<file path="config.mk">
export PLATFORM = sky130hd
export DESIGN_NAME = rtc_bus_arbiter
export DESIGN_NICKNAME = d
export VERILOG_FILES = /design/src/rtl/rtc_bus_pkg.sv /design/src/rtl/rtc_prio_picker.sv /design/src/rtl/rtc_bus_arbiter.sv
export SDC_FILE = /design/constraint.sdc
export NUM_CORES = 1
export LEC_CHECK = 0
export BUFFER_PORTS_ARGS = -buffer_cell sky130_fd_sc_hd__buf_4
export CAP_MARGIN = 10
export CORE_UTILIZATION = 48
export CTS_CLUSTER_DIAMETER = 50
export CTS_CLUSTER_SIZE = 24
export DETAILED_ROUTE_END_ITERATION = 7
export PLACE_DENSITY_LB_ADDON = 0.05
export SLEW_MARGIN = 20
export SYNTH_ARGS = -nofsm -noshare
export SYNTH_HDL_FRONTEND = slang
export SYNTH_SLANG_ARGS = --single-unit
</file>
<file path="constraint.sdc">
create_clock -name clk_i -period 5.22 [get_ports clk_i]
set_input_delay 1.305 -clock clk_i [delete_from_list [all_inputs] [get_ports clk_i]]
set_output_delay 1.305 -clock clk_i [all_outputs]
set_load 0.01 [all_outputs]
</file>
<file path="src/rtl/rtc_bus_pkg.sv">
// ============================================================================
// Module : rtc_bus_pkg
// Shared constants, requester indices and FSM state type for the RTC arbiter.
// Rev    : 1.0
// ============================================================================
`default_nettype none

package rtc_bus_pkg;

    localparam int NREQ            = 5;
    localparam int REQ_INIT        = 0;
    localparam int REQ_RESET       = 1;
    localparam int REQ_WRITE       = 2;
    localparam int REQ_CRONO       = 3;
    localparam int REQ_READ        = 4;
    localparam int STARVE_LIM_DEF  = 8;
    localparam int TIMEOUT_CYC_DEF = 255;

    typedef enum logic [1:0] {
        ST_IDLE  = 2'd0,
        ST_ISSUE = 2'd1,
        ST_WAIT  = 2'd2,
        ST_DONE  = 2'd3
    } arb_state_e;

    function automatic int idx_width(input int n);
        return (n > 1) ? $clog2(n) : 1;
    endfunction

endpackage

`default_nettype wire

</file>
<file path="src/rtl/rtc_prio_picker.sv">
// ============================================================================
// Module : rtc_prio_picker
// Combinational fixed-priority picker (index 0 highest) with read promotion.
// Rev    : 1.0
// ============================================================================
`default_nettype none

module rtc_prio_picker
    import rtc_bus_pkg::*;
#(
    parameter int NREQ  = rtc_bus_pkg::NREQ,
    parameter int IDX_W = idx_width(NREQ)
) (
    input  logic [NREQ-1:0]  req_i,
    input  logic             promote_i,
    output logic [NREQ-1:0]  win_o,
    output logic [IDX_W-1:0] idx_o,
    output logic             valid_o
);

    always_comb begin
        win_o   = '0;
        idx_o   = '0;
        valid_o = |req_i;
        if (promote_i && req_i[NREQ-1]) begin
            win_o[NREQ-1] = 1'b1;
            idx_o         = IDX_W'(NREQ - 1);
        end else begin
            // Scan downward so the lowest set index is the last one written.
            for (int i = NREQ - 1; i >= 0; i--) begin
                if (req_i[i]) begin
                    win_o    = '0;
                    win_o[i] = 1'b1;
                    idx_o    = IDX_W'(i);
                end
            end
        end
    end

endmodule

`default_nettype wire

</file>
<file path="src/rtl/rtc_bus_arbiter.sv">
// ============================================================================
// Module : rtc_bus_arbiter
// Request/grant sequencer sharing one RTC protocol engine among NREQ users.
// Optional watchdog in WAIT enabled by macro RTC_ARB_TIMEOUT_EN.
// Rev    : 1.0
// ============================================================================
`default_nettype none

module rtc_bus_arbiter
    import rtc_bus_pkg::*;
#(
    parameter int NREQ        = rtc_bus_pkg::NREQ,
    parameter int STARVE_LIM  = STARVE_LIM_DEF,
    parameter int TIMEOUT_CYC = TIMEOUT_CYC_DEF
) (
    input  logic              clk_i,
    input  logic              rst_i,
    input  logic [NREQ-1:0]   req_i,
    input  logic [NREQ-1:0]   rnw_i,
    input  logic [8*NREQ-1:0] addr_bus_i,
    input  logic [8*NREQ-1:0] wdata_bus_i,
    output logic [NREQ-1:0]   gnt_o,
    output logic [NREQ-1:0]   done_o,
    output logic [7:0]        rdata_o,
    output logic              busy_o,
    output logic              proto_start_o,
    output logic              proto_rnw_o,
    output logic [7:0]        proto_addr_o,
    output logic [7:0]        proto_wdata_o,
`ifdef RTC_ARB_TIMEOUT_EN
    output logic              timeout_err_o,
`endif
    input  logic              proto_done_i,
    input  logic [7:0]        proto_rdata_i
);

    localparam int IDX_W = idx_width(NREQ);

    if (STARVE_LIM < 1 || STARVE_LIM > 15) begin : g_bad_starve_lim
        $error("STARVE_LIM must fit the 4-bit starve counter");
    end
    if (TIMEOUT_CYC < 1 || TIMEOUT_CYC > 255) begin : g_bad_timeout_cyc
        $error("TIMEOUT_CYC must fit the 8-bit watchdog");
    end

    arb_state_e        state_q, state_d;
    logic [NREQ-1:0]   gnt_q, gnt_d;
    logic [NREQ-1:0]   done_q, done_d;
    logic [7:0]        rdata_q, rdata_d;
    logic              busy_q, busy_d;
    logic              start_q, start_d;
    logic              rnw_q, rnw_d;
    logic [7:0]        addr_q, addr_d;
    logic [7:0]        wdata_q, wdata_d;
    logic [3:0]        starve_q, starve_d;

    logic [NREQ-1:0]   win_onehot;
    logic [IDX_W-1:0]  win_idx;
    logic              win_valid;

`ifdef RTC_ARB_TIMEOUT_EN
    logic [7:0]        wdog_q, wdog_d;
    logic              terr_q, terr_d;
`endif

    rtc_prio_picker #(
        .NREQ  (NREQ),
        .IDX_W (IDX_W)
    ) u_picker (
        .req_i     (req_i),
        .promote_i (starve_q == 4'(STARVE_LIM)),
        .win_o     (win_onehot),
        .idx_o     (win_idx),
        .valid_o   (win_valid)
    );

    always_comb begin
        state_d  = state_q;
        gnt_d    = gnt_q;
        done_d   = '0;
        rdata_d  = rdata_q;
        start_d  = 1'b0;
        rnw_d    = rnw_q;
        addr_d   = addr_q;
        wdata_d  = wdata_q;
        starve_d = starve_q;
`ifdef RTC_ARB_TIMEOUT_EN
        wdog_d   = 8'd0;
        terr_d   = terr_q;
`endif
        case (state_q)
            ST_IDLE: begin
                if (win_valid) begin
                    state_d = ST_ISSUE;
                    gnt_d   = win_onehot;
                    start_d = 1'b1;
                    rnw_d   = rnw_i[win_idx];
                    addr_d  = addr_bus_i[8*int'(win_idx) +: 8];
                    wdata_d = wdata_bus_i[8*int'(win_idx) +: 8];
                    if (win_onehot[NREQ-1]) begin
                        starve_d = 4'd0;
                    end else if (req_i[NREQ-1] && starve_q != 4'hF) begin
                        starve_d = starve_q + 4'd1;
                    end
                end
            end
            ST_ISSUE: begin
                state_d = ST_WAIT;
            end
            ST_WAIT: begin
`ifdef RTC_ARB_TIMEOUT_EN
                wdog_d = wdog_q + 8'd1;
`endif
                if (proto_done_i) begin
                    state_d = ST_DONE;
                    done_d  = gnt_q;
                    rdata_d = rnw_q ? proto_rdata_i : 8'h00;
`ifdef RTC_ARB_TIMEOUT_EN
                end else if (wdog_q == 8'(TIMEOUT_CYC - 1)) begin
                    // Engine never answered: complete with a recognisable pattern.
                    state_d = ST_DONE;
                    done_d  = gnt_q;
                    rdata_d = 8'hFF;
                    terr_d  = 1'b1;
`endif
                end
            end
            ST_DONE: begin
                state_d = ST_IDLE;
                gnt_d   = '0;
            end
            default: begin
                state_d = ST_IDLE;
                gnt_d   = '0;
            end
        endcase
        busy_d = (state_d != ST_IDLE);
    end

    always_ff @(posedge clk_i or posedge rst_i) begin
        if (rst_i) begin
            state_q  <= ST_IDLE;
            gnt_q    <= '0;
            done_q   <= '0;
            rdata_q  <= 8'h00;
            busy_q   <= 1'b0;
            start_q  <= 1'b0;
            rnw_q    <= 1'b0;
            addr_q   <= 8'h00;
            wdata_q  <= 8'h00;
            starve_q <= 4'd0;
        end else begin
            state_q  <= state_d;
            gnt_q    <= gnt_d;
            done_q   <= done_d;
            rdata_q  <= rdata_d;
            busy_q   <= busy_d;
            start_q  <= start_d;
            rnw_q    <= rnw_d;
            addr_q   <= addr_d;
            wdata_q  <= wdata_d;
            starve_q <= starve_d;
        end
    end

`ifdef RTC_ARB_TIMEOUT_EN
    always_ff @(posedge clk_i or posedge rst_i) begin
        if (rst_i) begin
            wdog_q <= 8'd0;
            terr_q <= 1'b0;
        end else begin
            wdog_q <= wdog_d;
            terr_q <= terr_d;
        end
    end

    assign timeout_err_o = terr_q;
`endif

    assign gnt_o         = gnt_q;
    assign done_o        = done_q;
    assign rdata_o       = rdata_q;
    assign busy_o        = busy_q;
    assign proto_start_o = start_q;
    assign proto_rnw_o   = rnw_q;
    assign proto_addr_o  = addr_q;
    assign proto_wdata_o = wdata_q;

endmodule

`default_nettype wire

</file>
==> reports/metrics.csv <==
metric,value,unit
status,finished clean,
hold_slack,0.4901,ns
clock_skew,0.006805,ns
ant_nets,0,
setup_tns,0,ns
n_fill_cell,390,
dr.pass1.iters,4,
layout_commonest_cell,buf_4,
wl_per_cell,16.50,µm
crit_fanout,18,
ys_async_sr_fraction,100.0,%
synth-edff-count,0,
worst_pin_slew,1.018,ns
grt_pass1_vias,2444,
insertion_delay,0.30,ns
drt_wl_total,7.688,mm
hpwl,5.484,mm
muxShareOfSynthArea,0,%
fin_nets,504,
grt_max_degree,44,
setup_viol,0,
io_buffers,137,
coreArea,4848,µm²
htree_levels,2,
synth_flop_cell,dfrtp_1,
ys_ff_latch,43,
reg2reg_from,starve_q[1],
yosysTopAreaCellShare,43.52,%
crit_path_end,proto_wdata_o[0],
synth_xor_area_share,1.063,%
yosys.area.top_type,dfrtp_1,
synth-simple-area-share,21.86,%
power-per-cell-area,449.9,nW/µm²
dieWidth,73.77,µm
grt_usage,28.49,%
crit_path_start,req_i[4],
hp-class,reg2reg,
r2r_cells,7,
avgSynthCellArea,9.056,µm²
synth_top_family_by_area,compound AO/OA/AOI/OAI gates,
ctsResizeCount,0,
maxSlewViolCount,0,
grt-ovfl-total,0,
rsz0062_at_grt,false,
crit_arrival,3.33,ns
maxSlewHeadroom,31.61,%
hold_viol_final,0,
clk_path_buf_depth,2,
postSynthCellCount,273,
fmax,318.3,MHz
root_buffer,clkbuf_8,
drc,0,
dieArea,5442,µm²
synthTopCellsByArea,"dfrtp_1 44%, nand2_1 11%, a221oi_2 6.1%",
synthAdderAreaFrac,2.530,%
synthesis.nets,379,
vias,2612,
r2r_end,proto_wdata_o[0],
antenna_found_initial,0,
cp_data_required_time,5.41,ns
rows,25,
clock_sinks,43,
cp-end-kind,register,
drive_above_1_share,43.36,%
cts_tree,done,
gp_congestion,0.7996,
seq_area_frac_synth,43.52,%
final_cell_mix,"137 x buf_4, 70 x nand2_1, 43 x dfrtp_1",
via_per_inst,5.605,
cts_buffers,5,
postCtsSetupBuffers,0,
fin_crit,3.141,ns
rrSetupSlack,2.57,ns
period_share,60.18,%
startpoint_type,input pin,
cap_violations,0,
worstSetupPathType,in2reg,
antennaDiodeCount,0,
synth_cell_types,40,
drt_iter0_drc,161,
clk_pin_slew,0.08,ns
cts_hold_buf,0,
pin_count,138,
grt_pass1_wl,11.51,mm
irDropWorstVdd,0.3144,mV
ys_warn_count,0,
initial_core_util,50.99,%
area_delta_synth_final,45.90,%
synth_compound_area_share,25.20,%
die_h,73.77,µm
leakage,1.769,nW
syn_area,2472,µm²
[cells by family after synthesis]
family	after synthesis
xor+xnor	3
buf+inv	26
fa+ha+maj	5
simple gates	120
compound gates	76
flops	43
[metal layers]
metal  vias up  part of all wire (%)  GRT usage (%)
met5         -                     0              0
met4         0                   2.0          9.615
met3        14                   6.6          6.996
met2       101                    51          49.75
met1      1268                    41          34.18
li1       1229                     -              -
[critical path, cell delays in order]
cell and delay, ns:
buf_4 0.12, and4b_1 0.48, or3b_1 0.69, o22ai_1 0.16, a31o_2 0.26, a221oi_1 0.31
[Yosys cell counts (2+ instances only)]
cell and instances:
nand2_1 70, dfrtp_1 43, nor2_1 24, o22ai_1 18, o21ai_0 13, a221oi_2 10
a31o_1 10, a221oi_1 7, a31o_2 7, buf_2 7, and3_1 6, inv_1 6
a21oi_1 5, ha_1 5, nand3_1 5, buf_4 4, clkbuf_1 4, buf_6 3
a22oi_1 2, nand4_1 2, nor4_1 2, xor2_1 2
[stage by stage]
step                      std cells  cell area (µm²)  worst slack [ns]  power [W]  util (%)
after floorplan                 273             2472             2.488   0.001008         -
after global placement          458             3485             1.787   0.001330     71.87
after detailed placement        458             3485             1.734   0.001359     71.87
after CTS                       466             3602             2.032   0.001628     74.30
after global routing            466             3607             1.958   0.001729     74.40
final                           466             3607             2.079   0.001623     74.40
[sequential cells by signal, indices dropped and copies added (netlist names)]
signal and cells:
state_q 2, gnt_o 5, proto_rnw_o 1, done_o 5
proto_wdata_o 8, proto_addr_o 8, rdata_o 8, busy_o 1
starve_q 4, proto_start_o 1
[cell type report]
class / instances / area [µm²] / area share (%)
multi-input cells: 204 / 1275 / 35.35
clock buffers: 6 / 82.58 / 2.289
repair buffers: 137 / 1028 / 28.51
clock inverters: 2 / 35.03 / 0.9712
flip-flops and latches: 43 / 1076 / 29.83
inverters: 7 / 26.28 / 0.7284
well taps: 67 / 83.83 / 2.324
[worst min path at each step]
stage          slack, ns          to  cells after the start        from
6_report            0.49  rdata_o[6]                      2  rdata_o[6]
5_1_grt             0.51  rdata_o[6]                      2  rdata_o[6]
4_1_cts             0.49  rdata_o[6]                      2  rdata_o[6]
3_5_place_dp        0.47  rdata_o[6]                      2  rdata_o[6]
3_3_place_gp        0.46  rdata_o[2]                      2  rdata_o[2]
2_1_floorplan       0.52  rdata_o[0]                      2  rdata_o[0]
[power by group]
| part | leakage [nW] | internal (W) | switching [W] | total (W) |
|---|---|---|---|---|
| Clock | 0.0612 | 0.000155 | 0.000117 | 0.000272 |
| Combinational | 1.19 | 0.000372 | 0.000401 | 0.000773 |
| Sequential | 0.521 | 0.000477 | 0.000101 | 0.000578 |
No activity file was read; power rests on OpenSTA's default activity.
